$ cat src/rtl/ram_arb_pkg.sv
// ram_arb_pkg: shared definitions for the two-port RAM arbiter.
//   ADDR_W_DEF / DATA_W_DEF : default RAM address and data widths
//   PORT_M0 / PORT_M1       : port-index constants used by the priority
//                             pointer and the read-return tag
package ram_arb_pkg;

    localparam int unsigned ADDR_W_DEF = 8;
    localparam int unsigned DATA_W_DEF = 16;

    localparam logic PORT_M0 = 1'b0;
    localparam logic PORT_M1 = 1'b1;

endpackage

$ cat src/rtl/ram_arbiter_rr_pick2.sv
// rr_pick2: two-way request picker for ram_arbiter.
//   clk        in   clock
//   nreset     in   synchronous reset, active-high; forces both grants low
//   req0/req1  in   requests from port m0 / m1
//   gnt0/gnt1  out  one-hot (or zero) grant, combinational from req and pointer
// Build option: ARB_FIXED_PRIO_EN defined -> m0 always wins contention and the
// priority pointer register is not built; undefined -> round-robin.
module rr_pick2
    import ram_arb_pkg::*;
(
    input  logic clk,
    input  logic nreset,
    input  logic req0,
    input  logic req1,
    output logic gnt0,
    output logic gnt1
);

`ifdef ARB_FIXED_PRIO_EN
    always_comb begin
        gnt0 = !nreset && req0;
        gnt1 = !nreset && req1 && !req0;
    end
`else
    // Port granted most recently; the other port wins the next contention.
    logic last;

    always_comb begin
        gnt0 = 1'b0;
        gnt1 = 1'b0;
        if (!nreset) begin
            if (req0 && req1) begin
                gnt0 = (last == PORT_M1);
                gnt1 = (last == PORT_M0);
            end else begin
                gnt0 = req0;
                gnt1 = req1;
            end
        end
    end

    always_ff @(posedge clk) begin
        if (nreset) begin
            last <= PORT_M1;
        end else if (gnt0) begin
            last <= PORT_M0;
        end else if (gnt1) begin
            last <= PORT_M1;
        end
    end
`endif

endmodule

$ cat src/rtl/ram_arbiter.sv
// ram_arbiter: shares one synchronous single-port RAM between masters m0, m1.
//   clk, nreset                 clock; synchronous active-high reset
//   mX_req/we/addr/wdata        command from master X, held until mX_gnt
//   mX_gnt                      command accepted this cycle (zero-wait)
//   mX_rvalid/mX_rdata          read return, one cycle after a read grant;
//                               rdata holds the last returned value otherwise
//   ram_en/we/addr/wdata        RAM command, driven from the granted master
//   ram_rdata                   RAM read data, valid one cycle after a read
// Build option: ARB_FIXED_PRIO_EN selects fixed m0 priority (see rr_pick2).
module ram_arbiter
    import ram_arb_pkg::*;
#(
    parameter int unsigned ADDR_W = ADDR_W_DEF,
    parameter int unsigned DATA_W = DATA_W_DEF
) (
    input  logic              clk,
    input  logic              nreset,
    input  logic              m0_req,
    input  logic              m0_we,
    input  logic [ADDR_W-1:0] m0_addr,
    input  logic [DATA_W-1:0] m0_wdata,
    output logic              m0_gnt,
    output logic              m0_rvalid,
    output logic [DATA_W-1:0] m0_rdata,
    input  logic              m1_req,
    input  logic              m1_we,
    input  logic [ADDR_W-1:0] m1_addr,
    input  logic [DATA_W-1:0] m1_wdata,
    output logic              m1_gnt,
    output logic              m1_rvalid,
    output logic [DATA_W-1:0] m1_rdata,
    output logic              ram_en,
    output logic              ram_we,
    output logic [ADDR_W-1:0] ram_addr,
    output logic [DATA_W-1:0] ram_wdata,
    input  logic [DATA_W-1:0] ram_rdata
);

    logic              rd_pend;   // a read was granted last cycle
    logic              rd_tag;    // which port owns that read
    logic [DATA_W-1:0] hold0;
    logic [DATA_W-1:0] hold1;

    rr_pick2 u_pick (
        .clk    (clk),
        .nreset (nreset),
        .req0   (m0_req),
        .req1   (m1_req),
        .gnt0   (m0_gnt),
        .gnt1   (m1_gnt)
    );

    always_comb begin
        ram_en    = 1'b0;
        ram_we    = 1'b0;
        ram_addr  = '0;
        ram_wdata = '0;
        if (m0_gnt) begin
            ram_en    = 1'b1;
            ram_we    = m0_we;
            ram_addr  = m0_addr;
            ram_wdata = m0_wdata;
        end else if (m1_gnt) begin
            ram_en    = 1'b1;
            ram_we    = m1_we;
            ram_addr  = m1_addr;
            ram_wdata = m1_wdata;
        end
    end

    // Returns are also masked by nreset so a read granted just before reset
    // cannot surface while reset is held.
    always_comb begin
        m0_rvalid = !nreset && rd_pend && (rd_tag == PORT_M0);
        m1_rvalid = !nreset && rd_pend && (rd_tag == PORT_M1);
        m0_rdata  = nreset ? '0 : (m0_rvalid ? ram_rdata : hold0);
        m1_rdata  = nreset ? '0 : (m1_rvalid ? ram_rdata : hold1);
    end

    always_ff @(posedge clk) begin
        if (nreset) begin
            rd_pend <= 1'b0;
            rd_tag  <= PORT_M0;
            hold0   <= '0;
            hold1   <= '0;
        end else begin
            rd_pend <= ram_en && !ram_we;
            rd_tag  <= m1_gnt ? PORT_M1 : PORT_M0;
            if (m0_rvalid) begin
                hold0 <= ram_rdata;
            end
            if (m1_rvalid) begin
                hold1 <= ram_rdata;
            end
        end
    end

endmodule
$ cat config.mk
export PLATFORM = sky130hd
export DESIGN_NAME = ram_arbiter
export DESIGN_NICKNAME = d
export VERILOG_FILES = /design/src/rtl/ram_arb_pkg.sv /design/src/rtl/ram_arbiter_rr_pick2.sv /design/src/rtl/ram_arbiter.sv
export SDC_FILE = /design/constraint.sdc
export NUM_CORES = 1
export LEC_CHECK = 0
export ABC_AREA = 1
export CAP_MARGIN = 20
export CORE_MARGIN = 3
export CORE_UTILIZATION = 37
export CTS_BUF_LIST = sky130_fd_sc_hd__clkbuf_4 sky130_fd_sc_hd__clkbuf_8
export DETAILED_ROUTE_END_ITERATION = 6
export PLACE_DENSITY = 0.85
export SYNTH_ARGS = -nofsm -noshare
export SYNTH_HDL_FRONTEND = slang
export SYNTH_HIERARCHICAL = 1
export SYNTH_SLANG_ARGS = --single-unit
$ cat constraint.sdc
create_clock -name clk -period 1.52 [get_ports clk]
set_input_delay 0.304 -clock clk [delete_from_list [all_inputs] [get_ports clk]]
set_output_delay 0.304 -clock clk [all_outputs]
set_load 0.03 [all_outputs]
==> flow_metrics.py, run 1 <==
metrics = {
    "floorplanning": {
        "ios": 132,
        "std_cell_rows": 26,
        "die_w_um": 79.6,
        "die_h_um": 79.6,
        "start_util_pct": 38.7,
    },
    "outcome": {
        "haltStage": "global routing (5_1_grt)",
        "status": "stopped before the end",
        "error_line": "[ERROR DPL-0038] Utilization greater than 100%, impossible to legalize",
    },
    "logic_synthesis": {
        "synth_cell_types": 14,
        "synth_compound_area_share_pct": 0,
        "ys_seq_area_share_pct": 35.0,
        "synth_xor_area_share_pct": 0,
        "synth_fa_ha_area_share_pct": 0,
        "postSynthAreaPerCell_um2": 6.28,
        "ys_ff_latch": 35,
        "synth_top_family_by_area": "simple AND/OR/NAND/NOR gates",
        "syn_inst": 319,
        "synth-simple-area-share_pct": 47.9,
        "syn-cell-area_um2": 2000,
        "mappedNetlistNets": 389,
        "synth_mux_area_share_pct": 0,
        "ys_warn_count": 6,
    },
    "placed_design": {
        "place_inst": 514,
        "dp_hpwl_um": 5420,
        "globalplace.congestion": 0.795,
        "port_buffers": 131,
        "dpl_cell_area_um2": 3500,
    },
    "clocking": {
        "cts_max_path_buffers": 2,
        "cts_sinks": 35,
        "cts_inserted_buffers": 5,
        "postCtsHoldBufs": 0,
        "clock-root-buffer": "clkbuf_8",
        "htreeDepth": 2,
    },
    "sta": {
        "endpoint_type": "output port",
        "crit_endpoint": "ram_wdata[7]",
    },
    "global_routing": {
        "grt_max_degree": 15,
    },
}
-- Yosys cell counts --
cell type | n | area [um2]
inv_8 | 2 | 22.5
nand2_2 | 1 | 6.26
nand2_1 | 120 | 450
nand3_4 | 2 | 35.0
nor2_2 | 1 | 6.26
inv_2 | 2 | 7.51
dfxtp_1 | 35 | 701
buf_4 | 8 | 60.1
nand4_1 | 32 | 200
nand3_1 | 26 | 130
inv_1 | 39 | 146
nor2_1 | 35 | 131
buf_6 | 4 | 45.0
buf_2 | 12 | 60.1
-- stage by stage --
stage	utilization (%)	worst slack, ns
2_1_floorplan	-	-0.0131
3_3_place_gp	67.6	-0.509
3_5_place_dp	67.6	-0.526
4_1_cts	93.3	-0.271
-- kinds of logic after synthesis --
logic type,after synthesis
buffers and inverters,67
and+or+nand+nor,217
DFF,35
-- timing repair --
item / CTS
hold endpoints to repair: 0
setup endpoints to repair: 62
buffers inserted: 62
gates cloned: 12
resized for setup: 160
pin swaps: 67
==> run 2, diff against run 1 <==
--- a/config.mk
+++ b/config.mk
@@ -8,10 +8,9 @@
 export ABC_AREA = 1
 export CAP_MARGIN = 20
 export CORE_MARGIN = 3
-export CORE_UTILIZATION = 37
-export CTS_BUF_LIST = sky130_fd_sc_hd__clkbuf_4 sky130_fd_sc_hd__clkbuf_8
+export CORE_UTILIZATION = 25
 export DETAILED_ROUTE_END_ITERATION = 6
-export PLACE_DENSITY = 0.85
+export PLACE_DENSITY_LB_ADDON = 0.15
 export SYNTH_ARGS = -nofsm -noshare
 export SYNTH_HDL_FRONTEND = slang
 export SYNTH_HIERARCHICAL = 1
==> run 2 against run 1 <==
Compared with the run above:
- the flow now finishes, with violations (setup timing)
- synthesized cell count stayed put
- area after synthesis stayed put
==> flow_metrics.py, run 2 <==
metrics = {
    "run": {
        "maxCapViolCount": 0,
    },
    "layout": {
        "fin_area_um2": 5030,
        "layout_commonest_cell": "buf_6",
        "final_nets": 577,
        "drive_gt1_share_pct": 55.9,
        "layout_common_cells": "buf_6 (78), nand2_2 (75), clkdlybuf4s50_1 (66)",
        "syn2layout_area_growth_pct": 151,
        "reg.largest.list": "hold0: 16 flops, hold1: 16 flops",
        "num_antenna_cells": 0,
    },
    "logic_synthesis": {
        "syn-cell-area_um2": 2000,
        "synth_common_cells": "nand2_1 (120), inv_1 (39), dfxtp_1 (35), nor2_1 (35), nand4_1 (32)",
        "synth.most_common_cell": "nand2_1",
        "ys_warn_count": 6,
        "synth_top_area_share_pct": 35.0,
        "postSynthAreaPerCell_um2": 6.28,
        "synthTopCellsByArea": "dfxtp_1 (35%), nand2_1 (23%), nand4_1 (10%), inv_1 (7.3%), nor2_1 (6.6%)",
        "ys.flop_type": "dfxtp_1",
        "ys_seq_area_share_pct": 35.0,
        "async_flop_share_pct": 0,
        "synth_edf_count": 0,
        "syn_inst": 319,
        "synth_cell_types": 14,
        "synth_top_area_cell": "dfxtp_1",
        "ys_ff_latch": 35,
        "mappedNetlistNets": 389,
    },
    "detailed_routing": {
        "vias": 2815,
        "first_pass_iters": 4,
        "route.detailed.drc": 0,
        "avgViaCountPerCell": 4.61,
        "wl_met3_um": 834,
        "m1WireLength_um": 3190,
        "wl_met2_um": 4730,
        "drt_wl_total_um": 8930,
        "drtAntennaViolNets": 0,
        "maxUsedRoutingLayer": "met4",
        "drt_iter0_markers": 37,
        "wl_per_cell_um": 14.6,
    },
    "sta": {
        "timing.final.hold_violations": 0,
        "worst_pin_slew_ns": 0.220,
        "holdWs_ns": 0.414,
        "rsz0062_at_grt": "true",
        "slew_headroom_pct": 85.3,
        "fmax_mhz": 534,
        "finalMaxSlewViolations": 0,
        "fin_ws_ns": -0.352,
        "timing.final.crit_share_pct": 123,
        "final.setup_skew_ns": 0.00318,
        "setup_viol": 61,
        "fin_tns_setup_ns": -11.28,
        "period_needed_ns": 1.87,
    },
    "clocking": {
        "cts_sinks": 35,
        "clk_pin_slew_ns": 0.07,
        "clock-root-buffer": "clkbuf_8",
        "cts_max_path_buffers": 2,
        "postCtsHoldBufs": 0,
        "clkLatencyLatePin_ns": 0.28,
        "cts_tree": "done",
        "cts_inserted_buffers": 5,
        "htreeDepth": 2,
    },
    "setup_path": {
        "crit_required_ns": 1.22,
        "crit_path_start": "u_pick/last",
        "startpoint_type": "register",
        "rr_startpoint": "u_pick/last",
        "setup.worst_path.end_class": "primary output",
        "worstPathMaxFanout": 5,
        "worstSetupPathType": "reg2out",
        "arrival_ns": 1.57,
    },
    "outcome": {
        "violations": "setup timing",
        "status": "finished with violations",
    },
    "placed_design": {
        "dpl_cell_area_um2": 3500,
        "dp_hpwl_um": 5390,
        "globalplace.congestion": 0.781,
        "port_buffers": 131,
    },
    "global_routing": {
        "grt_max_degree": 27,
        "grt-ovfl-total": 0,
        "grt_first_pass_wirelength_um": 13200,
        "grt_util_all_layers_pct": 18.5,
        "grt_pass1_vias": 2844,
        "antenna_found_initial": 0,
    },
    "pwr": {
        "switching_share_pct": 30.2,
        "vdd.ir_drop.worst_uv": 327,
        "power.density_nw_per_um2": 587,
        "clkPwrFrac_pct": 29.3,
        "internal-power_mw": 2.06,
        "p_leak_nw": 2.21,
        "seq_power_share_pct": 32.4,
        "power.switching_mw": 0.893,
        "comb_power_share_pct": 38.2,
    },
    "floorplanning": {
        "ios": 132,
        "die_w_um": 95.5,
        "die_h_um": 95.5,
        "core-area_um2": 7770,
        "start_util_pct": 25.8,
        "die-area_um2": 9120,
        "std_cell_rows": 32,
    },
    "worst_hold_path": {
        "min_from": "nreset",
        "hp-class": "in2reg",
    },
}
run 2: cell counts after synthesis:
No cell type changed its count.
run 2: timing repair:
item / CTS / global route
cloned: 13 / 4
setup buffers: 38 / 6
endpoints found under the setup margin: 63 / 65
pin swaps: 58 / 50
resized for setup: 143 / 96
hold endpoints to repair: 0 / 0
run 2: power by group through the flow:
stage / Sequential (mW) / Combinational [mW] / Clock [mW]
after floorplan: 0.972 / 0.400 / 0
after global placement: 0.976 / 0.772 / 0
after detailed placement: 0.977 / 0.771 / 0
after CTS: 0.956 / 1.03 / 0.886
after global routing: 0.960 / 1.19 / 0.935
final: 0.957 / 1.13 / 0.866
run 2: cell type report:
class | instances | area (um2)
clock buffer | 6 | 82.6
clock inverter | 2 | 35.0
fill | 623 | 2740
inverter | 43 | 203
multi-input combinational | 221 | 1590
sequential | 35 | 709
tap | 102 | 128
timing repair buffer | 199 | 2260
timing repair inverter | 2 | 17.5
run 2: final timing paths:
kind,cells past startpoint,slack (ns),to
setup / recovery,9,-0.35,ram_wdata[14]
hold / removal,4,0.41,u_pick/last
setup reg to reg,14,-0.32,u_pick/last
hold reg to reg,4,0.52,hold1[4]
run 2: cells by family (layout without fill, tap and decap cells):
group                  after synthesis  in the layout  share of synthesized area (%)
buffers and inverters               67            252                           17.1
flip-flops                          35             35                           35.0
AND/OR/NAND/NOR                    217            221                           47.9
run 2: stage by stage:
step / power [mW] / utilization (%) / cells / setup WS, ns
2_1_floorplan: 1.37 / - / 319 / -0.0131
3_3_place_gp: 1.75 / 45.0 / 546 / -0.564
3_5_place_dp: 1.75 / 45.0 / 546 / -0.591
4_1_cts: 2.88 / 59.7 / 605 / -0.397
6_report: 2.95 / 64.7 / 610 / -0.352
5_1_grt: 3.08 / 64.7 / 610 / -0.433
run 2: routing by layer:
layer | vias up | global-route usage (%)
met5 | - | 0
met4 | 0 | 6.04
met3 | 14 | 6.79
met2 | 125 | 33.7
met1 | 1296 | 19.7
li1 | 1380 | -
run 2: critical path, cell delays in order, from the launching register on:
cell,delay (ns)
dfxtp_2,0.33
buf_6,0.12
nand2_4,0.05
inv_2,0.04
nor2_4,0.19
buf_6,0.15
buf_16,0.13
nand3_4,0.08
nand2_4,0.08
buf_6,0.12
Note: power is estimated with default switching activity, not from simulation.
==> run 3, diff against run 2 <==
--- a/config.mk
+++ b/config.mk
@@ -10,6 +10,7 @@
 export CORE_MARGIN = 3
 export CORE_UTILIZATION = 25
 export DETAILED_ROUTE_END_ITERATION = 6
+export GPL_ROUTABILITY_DRIVEN = 0
 export PLACE_DENSITY_LB_ADDON = 0.15
 export SYNTH_ARGS = -nofsm -noshare
 export SYNTH_HDL_FRONTEND = slang
==> results of run 3 <==
The final DEF is identical to that of run 2; final timing and power are the same.
==> patch 1 (config.mk and constraints of run 2) <==
Build with the macro `ARB_FIXED_PRIO_EN` defined.
--- a/src/rtl/ram_arbiter_rr_pick2.sv
+++ b/src/rtl/ram_arbiter_rr_pick2.sv
@@ -5,6 +5,8 @@
 //   gnt0/gnt1  out  one-hot (or zero) grant, combinational from req and pointer
 // Build option: ARB_FIXED_PRIO_EN defined -> m0 always wins contention and the
 // priority pointer register is not built; undefined -> round-robin.
+`define ARB_FIXED_PRIO_EN
+
 module rr_pick2
     import ram_arb_pkg::*;
 (
Behaviour: not the same (a bounded check fails within 4 cycles, from zero or initial values and one cycle with nreset high).
==> patch 1 against run 2 <==
  * The flow still finishes with violations (negative setup slack)
  * Sequential cell count shrank 1
  * Worst setup slack improved by 260 ps
  * Power is 14% lower
  * Combinational power down 20%
  * Routed wire length is 6.4% lower
  * Final area down 13%
  * First-iteration DRC count grew to 3.4 times the old value
  * Critical endpoint is now m1_rdata[3]
  * Sequential share of layout area is 1.6 points higher
  * Synthesized area fell by 2.7%
  * Critical path type unchanged
  * Fmax grew 16%
  * Die area fell by 2.5%
==> patch 1: results (changes against run 2) <==
stage;metric;value;unit;change
layout;Layout Cells excl Fill;570;;-6.6%
drt;Initial DRC Count;126;;+240%
yosys;synth cell count leaders;nand2_1 (117), inv_1 (37), nor2_1 (35);;
placed_design;dpl hpwl;5190;um;-3.6%
layout;seq_cells;34;;-2.9%
power;peak supply drop;330;uV;+0.68%
layout;Seq/total area;15.7;%;+1.6 points
drt;DR vias/cell;4.56;;-1.1%
layout;bufs w/o clock;172;;-14%
timing;setup TNS;-2030;ps;+9250 ps
placed_design;Post-Place Setup Slack;-505;ps;+86.3 ps
layout;Data buffer area share;45.6;%;+0.69 points
drt;routed wl met2;4390;um;-7.3%
run_status;outcome;finished, violations left;;
placed_design;post-placement cell area;0.00339;mm2;-3.1%
drt;WL final;8360;um;-6.4%
timing;Worst-Margin Slew;180;ps;-40.6 ps
yosys;register area share after synthesis;34.9;%;-0.061 points
layout;clk cell area share;2.09;%;-0.25 points
worst_hold_path;hold path depth;5;;+1
grt;first-pass GRT wire length;12000;um;-8.8%
layout;#MultiIn Comb;216;;-2.3%
power;Cell Int Power;1.76;mW;-15%
worst_setup_path;Worst setup startpoint;rd_pend;;
timing;fin worst setup slack;-91.5;ps;+260 ps
drt;met3 WL;421;um;-50%
layout;share of cells above drive strength 1;44.4;%;-12 points
worst_setup_path;Slowest-stage cell, CP;dfxtp_4;;
yosys;Synth Net Count;380;;-2.3%
layout;inverters;41;;-8.9%
placed_design;GPL Wtd Cong;0.735;;-5.9%
grt;GRT Util Overall;17.3;%;-1.2 points
layout;fin nets;540;;-6.4%
worst_setup_path;Crit path arrival time;1310;ps;-260 ps
run_status;violated checks;negative setup slack;;
timing;setup violators final;33;;-46%
timing;hold_ws;446;ps;+32.4 ps
yosys;Yosys cell types;13;;-1
placed_design;Inst Count DP;534;;-2.2%
timing;Max Clock Skew;7.36;ps;+4.17 ps
worst_setup_path;slowest stage delay, CP;400;ps;+70 ps
worst_setup_path;worst-path fanout max;6;;+1
worst_setup_path;Worst R2R Setup Slack;350;ps;+670 ps
yosys;post-synthesis area per instance;6.28;um2;+0.14%
layout;Synth-to-Final Area Change;125;%;
patch 1: final timing paths:
check | to
worst min-delay path | hold1[2]
worst max-delay path | m1_rdata[3]
worst max register to register | hold0[5]
worst min register to register | hold1[6]
patch 1: routing by layer:
metal | up-vias | GRT usage, %
li1 | 1307 | -
met1 | 1194 | 21.2
met2 | 86 | 29.6
met3 | 14 | 4.41
met4 | 0 | 5.42
met5 | - | 0
patch 1: power by group through the flow:
stage               combinational [mW]  sequential [mW]  clock (mW)
CTS                              0.829            0.924       0.703
finish                           0.907            0.924       0.695
detailed placement               0.691            0.946           0
global route                     0.957            0.927       0.757
floorplan                        0.323            0.939           0
global placement                 0.691            0.945           0
patch 1: worst max-delay path, delay by kind of cell, from the launching register on:
family                 cells  cell delay [ps]
buffers and inverters      2              310
flip-flops                 1              400
AND/OR/NAND/NOR            3              320
patch 1: timing repair:
item,4_1_cts,5_1_grt
setup buffers,13,6
pin swaps,26,39
endpoints found under the setup margin,62,60
resized for setup,106,55
cloned,7,7
==> patch 2 (config.mk and constraints of run 2) <==
Without the edit above. Make the reset (`nreset`) asynchronous in 2 clocked blocks. Comments in the files are not updated.
--- a/src/rtl/ram_arbiter_rr_pick2.sv
+++ b/src/rtl/ram_arbiter_rr_pick2.sv
@@ -39,7 +39,7 @@
         end
     end
 
-    always_ff @(posedge clk) begin
+    always_ff @(posedge clk or posedge nreset) begin
         if (nreset) begin
             last <= PORT_M1;
         end else if (gnt0) begin
--- a/src/rtl/ram_arbiter.sv
+++ b/src/rtl/ram_arbiter.sv
@@ -77,7 +77,7 @@
         m1_rdata  = nreset ? '0 : (m1_rvalid ? ram_rdata : hold1);
     end
 
-    always_ff @(posedge clk) begin
+    always_ff @(posedge clk or posedge nreset) begin
         if (nreset) begin
             rd_pend <= 1'b0;
             rd_tag  <= PORT_M0;
Check against the original RTL: no difference found for any inputs over 10 cycles, from zero or initial values and one cycle with nreset high; that may be too few to reach the edited logic, so the function may still have changed.
==> patch 2 against run 2 <==
  * Critical path type unchanged
  * Final area grew 23%
  * Sequential cell count is the same
  * Count of clock-buffer cells in the layout is the same
  * Fmax shrank 0.94%
  * Critical endpoint is now ram_wdata[15]
  * The flow still finishes with violations (negative setup slack)
  * Cell count grew 11%
  * Largest cell class unchanged
  * Sequential share of layout area grew 0.062 points
  * Synthesized area grew 15%
  * Worst setup slack lost 18 ps
  * First-iteration DRC count grew 120%
  * Routed wire length grew 13%
Power is not compared: it rests on default switching activity, and its combinational part moved more than twofold at a synthesized area within 25%.
==> patch 2: results (changes against run 2) <==
stage;metric;value;unit;change
timing;setup violators final;64;;+4.9%
power;total power;5.50;mW;
grt;M2 GR Usage;34.7;%;+1.0 points
yosys;asr flop ratio synth;100;%;+100 points
layout;share of cells above drive strength 1;64.4;%;+8.5 points
grt;vias in the first global route;3267;;+15%
yosys;Synth Net Count;432;;+11%
placed_design;dpl hpwl;5910;um;+9.6%
worst_setup_path;reg2reg start;rd_pend;;
worst_setup_path;Crit path arrival time;1590;ps;+20 ps
clock_tree;cells resized by post-CTS repair;227;;+59%
grt;GRT Util Overall;19.8;%;+1.3 points
drt;Initial DRC Count;80;;+120%
yosys;Post-Syn Instances;362;;+13%
drt;via count;3035;;+7.8%
yosys;Synth Area in Compound Gates;0.217;%;+0.22 points
worst_setup_path;R2R cell count;11;;-3
drt;M1 WL;3590;um;+12%
layout;fin nets;641;;+11%
worst_setup_path;reg2reg end;hold1[14];;
worst_setup_path;Slowest-stage cell, CP;dfstp_2;;
placed_design;Post-Place Setup Slack;-477;ps;+114 ps
timing;Max Clock Skew;3.24;ps;+0.0515 ps
grt;met3 Use GR;7.10;%;+0.31 points
timing;hold_ws;157;ps;-257 ps
timing;fin worst setup slack;-369;ps;-17.7 ps
run_status;violated checks;negative setup slack;;
grt;first-pass GRT wire length;16000;um;+22%
run_status;outcome;finished, violations left;;
timing;setup TNS;-18340;ps;-7060 ps
patch 2: cell types whose count changed in the layout (fill, tap and decap cells not counted), sizes merged:
cell / run 2 / this run
inv: 44 / 92
dfxtp: 35 / 0
dfrtp: 0 / 34
nand4: 32 / 0
nand3: 32 / 63
buf: 129 / 149
clkinv: 2 / 0
nand2: 121 / 119
a21oi: 0 / 1
bufinv: 1 / 0
clkbuf: 8 / 7
dfstp: 0 / 1
patch 2: cell families after synthesis:
family / Yosys count
AOI/OAI and AO/OA: 1
buffers and inverters: 112
DFF: 35
and+or+nand+nor: 214
patch 2: final cells by class:
| class | instances | area (um2) |
|---|---|---|
| Clock buffer | 6 | 72.6 |
| Fill cell | 648 | 2640 |
| Inverter | 92 | 378 |
| Multi-Input combinational cell | 219 | 2230 |
| Sequential cell | 35 | 880 |
| Tap cell | 108 | 135 |
| Timing Repair Buffer | 218 | 2510 |
